[config.mk]
export PLATFORM = sky130hd
export DESIGN_NAME = mult_div_unit
export DESIGN_NICKNAME = d
export VERILOG_FILES = /design/src/rtl/mult_div_unit.sv
export SDC_FILE = /design/constraint.sdc
export NUM_CORES = 1
export LEC_CHECK = 0
export ABC_AREA = 1
export CORE_ASPECT_RATIO = 1.75
export CORE_UTILIZATION = 55
export DETAILED_ROUTE_END_ITERATION = 16
export PLACE_DENSITY = 0.91
export SYNTH_ARGS = -nofsm -noshare
export SYNTH_HDL_FRONTEND = slang
export SYNTH_SLANG_ARGS = --single-unit
[constraint.sdc]
create_clock -name clk -period 3 [get_ports clk]
set_input_delay 0.45 -clock clk [delete_from_list [all_inputs] [get_ports clk]]
set_output_delay 0.45 -clock clk [all_outputs]
set_load 0.01 [all_outputs]
[src/rtl/mult_div_unit.sv]
// ----------------------------------------------------------------------------
// mult_div_unit: iterative MULT/MULTU/DIV/DIVU unit holding the HI/LO registers.
// Divider datapath is built only when MULT_DIV_UNIT_DIV_EN is defined.  Rev 1.0
// ----------------------------------------------------------------------------
`default_nettype none

module mult_div_unit #(
  parameter int N = 32
) (
  input  logic         clk,
  input  logic         reset,
  input  logic         start,
  input  logic [1:0]   op,
  input  logic [N-1:0] rs_data,
  input  logic [N-1:0] rt_data,
  input  logic         mthi,
  input  logic         mtlo,
  input  logic [N-1:0] wr_data,
  output logic         busy,
  output logic         done,
  output logic [N-1:0] hi,
  output logic [N-1:0] lo,
  output logic         div_zero
);

  localparam int CW = $clog2(N);

  typedef enum logic [1:0] {
    S_IDLE = 2'd0,
    S_MUL  = 2'd1,
    S_DIV  = 2'd2,
    S_FIX  = 2'd3
  } state_t;

  state_t         state_q;
  logic           busy_q;
  logic           done_q;
  logic [N-1:0]   hi_q;
  logic [N-1:0]   lo_q;
  logic [N-1:0]   mcand_q;
  logic [2*N-1:0] prod_q;
  logic [CW-1:0]  cnt_q;
  logic           neg_q;

  logic           idle_d;
  logic           accept_d;
  logic           rs_neg_d;
  logic           rt_neg_d;
  logic [N-1:0]   rs_mag_d;
  logic [N-1:0]   rt_mag_d;
  logic [N:0]     mul_sum_d;
  logic [2*N-1:0] mul_next_d;
  logic [2*N-1:0] prod_fix_d;
  logic [N-1:0]   res_hi_d;
  logic [N-1:0]   res_lo_d;

  // busy lags the state by one edge, so the unit only counts as idle once both agree
  assign idle_d   = (state_q == S_IDLE) && !busy_q;
  assign rs_neg_d = ~op[0] & rs_data[N-1];
  assign rt_neg_d = ~op[0] & rt_data[N-1];
  assign rs_mag_d = rs_neg_d ? -rs_data : rs_data;
  assign rt_mag_d = rt_neg_d ? -rt_data : rt_data;

  // prod_q = {partial product, remaining multiplier bits}
  assign mul_sum_d  = {1'b0, prod_q[2*N-1:N]} + (prod_q[0] ? {1'b0, mcand_q} : '0);
  assign mul_next_d = {mul_sum_d, prod_q[N-1:1]};
  assign prod_fix_d = neg_q ? -prod_q : prod_q;

`ifdef MULT_DIV_UNIT_DIV_EN
  logic           is_div_q;
  logic           rneg_q;
  logic           div_zero_q;
  logic [N:0]     div_shift_d;
  logic [N:0]     div_diff_d;
  logic [2*N-1:0] div_next_d;

  assign accept_d = idle_d & start;

  // prod_q = {partial remainder, dividend bits / quotient bits}
  assign div_shift_d = prod_q[2*N-1:N-1];
  assign div_diff_d  = div_shift_d - {1'b0, mcand_q};
  assign div_next_d  = div_diff_d[N] ? {div_shift_d[N-1:0], prod_q[N-2:0], 1'b0}
                                     : {div_diff_d[N-1:0],  prod_q[N-2:0], 1'b1};
  assign div_zero    = div_zero_q;

  always_comb begin
    res_hi_d = prod_fix_d[2*N-1:N];
    res_lo_d = prod_fix_d[N-1:0];
    if (is_div_q) begin
      res_hi_d = rneg_q ? -prod_q[2*N-1:N] : prod_q[2*N-1:N];
      if (mcand_q == '0) res_lo_d = '1;
      else               res_lo_d = neg_q ? -prod_q[N-1:0] : prod_q[N-1:0];
    end
  end
`else
  assign accept_d = idle_d & start & ~op[1];
  assign div_zero = 1'b0;
  assign res_hi_d = prod_fix_d[2*N-1:N];
  assign res_lo_d = prod_fix_d[N-1:0];
`endif

  always_ff @(negedge clk) begin
    if (!reset) begin
      state_q <= S_IDLE;
      busy_q  <= 1'b0;
      done_q  <= 1'b0;
      hi_q    <= '0;
      lo_q    <= '0;
      mcand_q <= '0;
      prod_q  <= '0;
      cnt_q   <= '0;
      neg_q   <= 1'b0;
`ifdef MULT_DIV_UNIT_DIV_EN
      is_div_q   <= 1'b0;
      rneg_q     <= 1'b0;
      div_zero_q <= 1'b0;
`endif
    end else begin
      done_q <= 1'b0;
      busy_q <= (state_q != S_IDLE);
      case (state_q)
        S_IDLE: begin
          if (accept_d) begin
            prod_q  <= {{N{1'b0}}, op[1] ? rs_mag_d : rt_mag_d};
            mcand_q <= op[1] ? rt_mag_d : rs_mag_d;
            neg_q   <= rs_neg_d ^ rt_neg_d;
            cnt_q   <= '0;
            state_q <= op[1] ? S_DIV : S_MUL;
`ifdef MULT_DIV_UNIT_DIV_EN
            is_div_q   <= op[1];
            rneg_q     <= rs_neg_d;
            div_zero_q <= 1'b0;
`endif
          end else if (idle_d) begin
            if (mthi) hi_q <= wr_data;
            if (mtlo) lo_q <= wr_data;
          end
        end
        S_MUL: begin
          prod_q <= mul_next_d;
          cnt_q  <= cnt_q + CW'(1);
          if (cnt_q == CW'(N-1)) state_q <= S_FIX;
        end
        S_DIV: begin
`ifdef MULT_DIV_UNIT_DIV_EN
          prod_q <= div_next_d;
          cnt_q  <= cnt_q + CW'(1);
          if (cnt_q == CW'(N-1)) state_q <= S_FIX;
`else
          state_q <= S_IDLE;
`endif
        end
        S_FIX: begin
          hi_q    <= res_hi_d;
          lo_q    <= res_lo_d;
          done_q  <= 1'b1;
          state_q <= S_IDLE;
`ifdef MULT_DIV_UNIT_DIV_EN
          if (is_div_q) div_zero_q <= (mcand_q == '0);
`endif
        end
        default: state_q <= S_IDLE;
      endcase
    end
  end

  assign busy = busy_q;
  assign done = done_q;
  assign hi   = hi_q;
  assign lo   = lo_q;

endmodule

`default_nettype wire

==> qor.txt, run 1 <==
Final HPWL DP: 44.0 mm
Data arrival, critical path: 1.97 ns
Multi-input logic area: 8910 sq um
Slew margin rel.: 0.551
Total number of vias: 18600
Post-synth ARST share: 0
Number of antenna violations at the first check in global routing: 3
Input/output buffers: 168
Overall die area: 25000 sq um
Worst clock skew: 0.0290 ns
Wire length after detailed routing: 61.4 mm
Worst-case setup slack after placement: -0.763 ns
Count leader, synth: nand2_1
Core Footprint: 23900 sq um
Max-slew violation total from the final report: 0
Pin count of the biggest net entering global routing: 87
Switching share of total power: 0.413
P_leak: 10.1 nW
# fillers: 1858
Deepest clock path buffer count: 2
All-layer global routing usage: 0.475
Critical Path Fanout Max: 5
Flop pwr share: 0.310
Number of hold violations in the final report: 0
Number of clock buffers inserted by TritonCTS: 17
Num rows: 75
Maximum VDD drop: 0.000404 V
Fraction of final layout cells with drive strength greater than 1: 0.178
Placed Instances: 2930
Synthesized netlist cell count: 2356
Top_reg_cell synth: dfxtp_1
P_int: 4.97 mW
Final Instance Count excl. Fillers: 3172
Depth of the CTS H-tree: 4
Sequential cell area: 3410 sq um
Violated checks: negative setup slack
Cell type with the largest total area after synthesis: dfxtp_1
Effective utilization at floorplan: 0.561
Chip width: 120 um
Area Growth Syn to Fin: 38.5%
Wire per inst: 19.3 um
RSZ-0062 raised after global routing: yes
Data required, critical path: 1.87 ns
Flop and latch count out of synthesis: 170
Cell types occupying the most area after synthesis: dfxtp_1 (25%), nand2_1 (19%), nand3_1 (8.9%)
First drt pass iteration count: 8
Layout net count: 2990
Via count of the first global-routing pass: 17900
Largest family of logic cells by synthesized area: simple AND/OR/NAND/NOR gates
Clk_lat worst skew: 0.50 ns
Number of placed I/O pins: 170
Post-synthesis adder-cell area fraction: 0.0360
Class of the most critical setup path: in2reg
Share of the synthesized netlist area taken by xor and xnor gates: 0.0209
Synth Net Count: 2497
CTS Root Cell: clkbuf_16
Measured slew at the worst slew-check pin: 0.673 ns
DIE HEIGHT: 209 um
Max capacitance violation total: 0
Fraction of synthesized area in multiplexers: 0
Total gr overflow: 0
Simple-gate portion of the synthesized area: 0.407
Share of the synthesized area in the top cell type: 0.254
Post-synth cell types: 43
Initial DRC count: 1833
Routed vias/inst: 5.87
Post-synthesis instance area: 13400 sq um
Run status: finished with violations
Compound-gate portion of the synthesized area: 0.162
TritonCTS clock tree: yes
Top cells by instance count after synthesis: nand2_1 (688), inv_1 (302), nor2_1 (265)
Combinational power share: 0.302
Setup violations, final: 14
Gp weighted congestion: 1.06
Total clock sinks: 170
Worst Setup End Kind: flip-flop
Fraction of power consumed by the clock network: 0.388
Post-route DRC violation count: 0
Number of enable-type register cells in the synthesized netlist: 0
Critical Path Start Type: primary input
Reg clk slew, reported paths: 0.03 ns
Sequential-to-total area share from yosys stat: 0.254
Post-Synthesis Mean Instance Area: 5.69 sq um
Wire length of the first global-routing pass: 91.0 mm
Count of nets left with antenna violations after detail routing: 0
Net Switching: 3.50 mW
Yosys warning count: 0
Final Worst Setup Slack: -0.106 ns
Hold Path Class: reg2reg
Power Dens Cells: 456 nW/um^2
worst paths after layout:
| path | from | end | slack (ns) | depth (start not counted) |
|---|---|---|---|---|
| worst min-delay path | mcand_q[20] | mcand_q[20] | 0.46 | 2 |
| worst min register to register | mcand_q[20] | mcand_q[20] | 0.46 | 2 |
| worst max register to register | prod_q[0] | prod_q[46] | 0.24 | 13 |
| worst max-delay path | rs_data[2] | mcand_q[9] | -0.11 | 10 |
per-layer routing:
layer  routed length [um]  track usage  up-vias
li1                     -            -     8598
met1                19200        0.438     8267
met2                29100        0.790     1289
met3                 5930        0.149      457
met4                 7180        0.502        0
met5                    0      0.00403        -
cell type report:
class	instances	area share
Sequential cell	170	0.184
Clock buffer	17	0.0229
Inverter	315	0.0662
Clock inverter	184	0.0431
Tap cell	308	0.0207
Timing Repair Buffer	401	0.184
Antenna cell	3	0.000404
Multi-Input combinational cell	1774	0.479
cells in the final DEF, fill, tap and decap left out, types with 11 or more instances in the layout:
cell,n
clkdlybuf4s50_1,35
o22ai_1,19
buf_12,18
nand3b_1,17
clkbuf_16,17
clkbuf_2,40
nor2_2,36
o21ai_0,108
dlygate4sd2_1,34
a31oi_1,27
buf_4,206
inv_1,452
dlymetal6s2s_1,15
ha_1,35
nor2_1,223
xor2_1,26
nand2_1,667
dfxtp_1,166
nor2_4,14
nand3_1,227
nand2_2,20
a21oi_1,203
buf_2,33
inv_2,25
nor3_1,11
o211ai_1,11
nand4_1,33
or2_2,12
registers in the layout (all words and copies together), names as in the netlist:
register / cells
busy: 1
cnt_q: 5
done: 1
hi: 32
lo: 32
mcand_q: 32
neg_q: 1
prod_q: 64
state_q: 2
critical path, cell delays in order:
cell	delay, ns
clkdlybuf4s15_1	0.21
clkinvlp_4	0.14
nand3_4	0.10
nor2_4	0.20
a21oi_1	0.12
xor2_1	0.15
inv_1	0.23
nand3_1	0.18
o211ai_1	0.12
inv_1	0.05
stage by stage:
step | total power, mW | area (sq um) | setup TNS [ns] | util | hold WS [ns]
2_1_floorplan | 4.22 | 13600 | -0.436 | - | 0.439
3_3_place_gp | 5.35 | 16900 | -92.96 | 0.708 | 0.443
3_5_place_dp | 5.39 | 16900 | -100.12 | 0.708 | 0.458
4_1_cts | 8.32 | 18500 | -0.0102 | 0.774 | 0.463
5_1_grt | 8.93 | 18600 | -3.13 | 0.776 | 0.486
6_report | 8.47 | 18600 | -0.495 | 0.776 | 0.462
cell families after synthesis:
kind of cell,Yosys count
AND/OR/NAND/NOR,1295
buffers and inverters,412
AO/OA/AOI/OAI,408
other,1
XOR/XNOR,32
flip-flops,170
adder cells (fa/ha/maj),38
timing repair:
| item | 4_1_cts | 5_1_grt |
|---|---|---|
| endpoints found under the setup margin | 225 | 112 |
| pin swaps | 32 | 36 |
| endpoints found under the hold margin | 0 | 0 |
| setup buffers | 22 | 14 |
| hold buffers | 0 | 0 |
| resized for setup | 277 | 175 |
| cloned | 4 | 0 |
power by group through the flow:
| stage | combinational [mW] | clock [mW] | sequential (mW) |
|---|---|---|---|
| after global routing | 2.73 | 3.56 | 2.64 |
| after CTS | 2.43 | 3.28 | 2.62 |
| after detailed placement | 2.40 | 0.344 | 2.65 |
| after global placement | 2.37 | 0.344 | 2.64 |
| final | 2.56 | 3.29 | 2.63 |
| after floorplan | 1.23 | 0.344 | 2.65 |
(Power assumes the default switching activity.)
==> run 2: changes to the inputs <==
Settings changed: RECOVER_POWER from default to 50.
==> results of run 2 <==
Same layout as run 1: the final DEF is identical, and so are final timing and power.
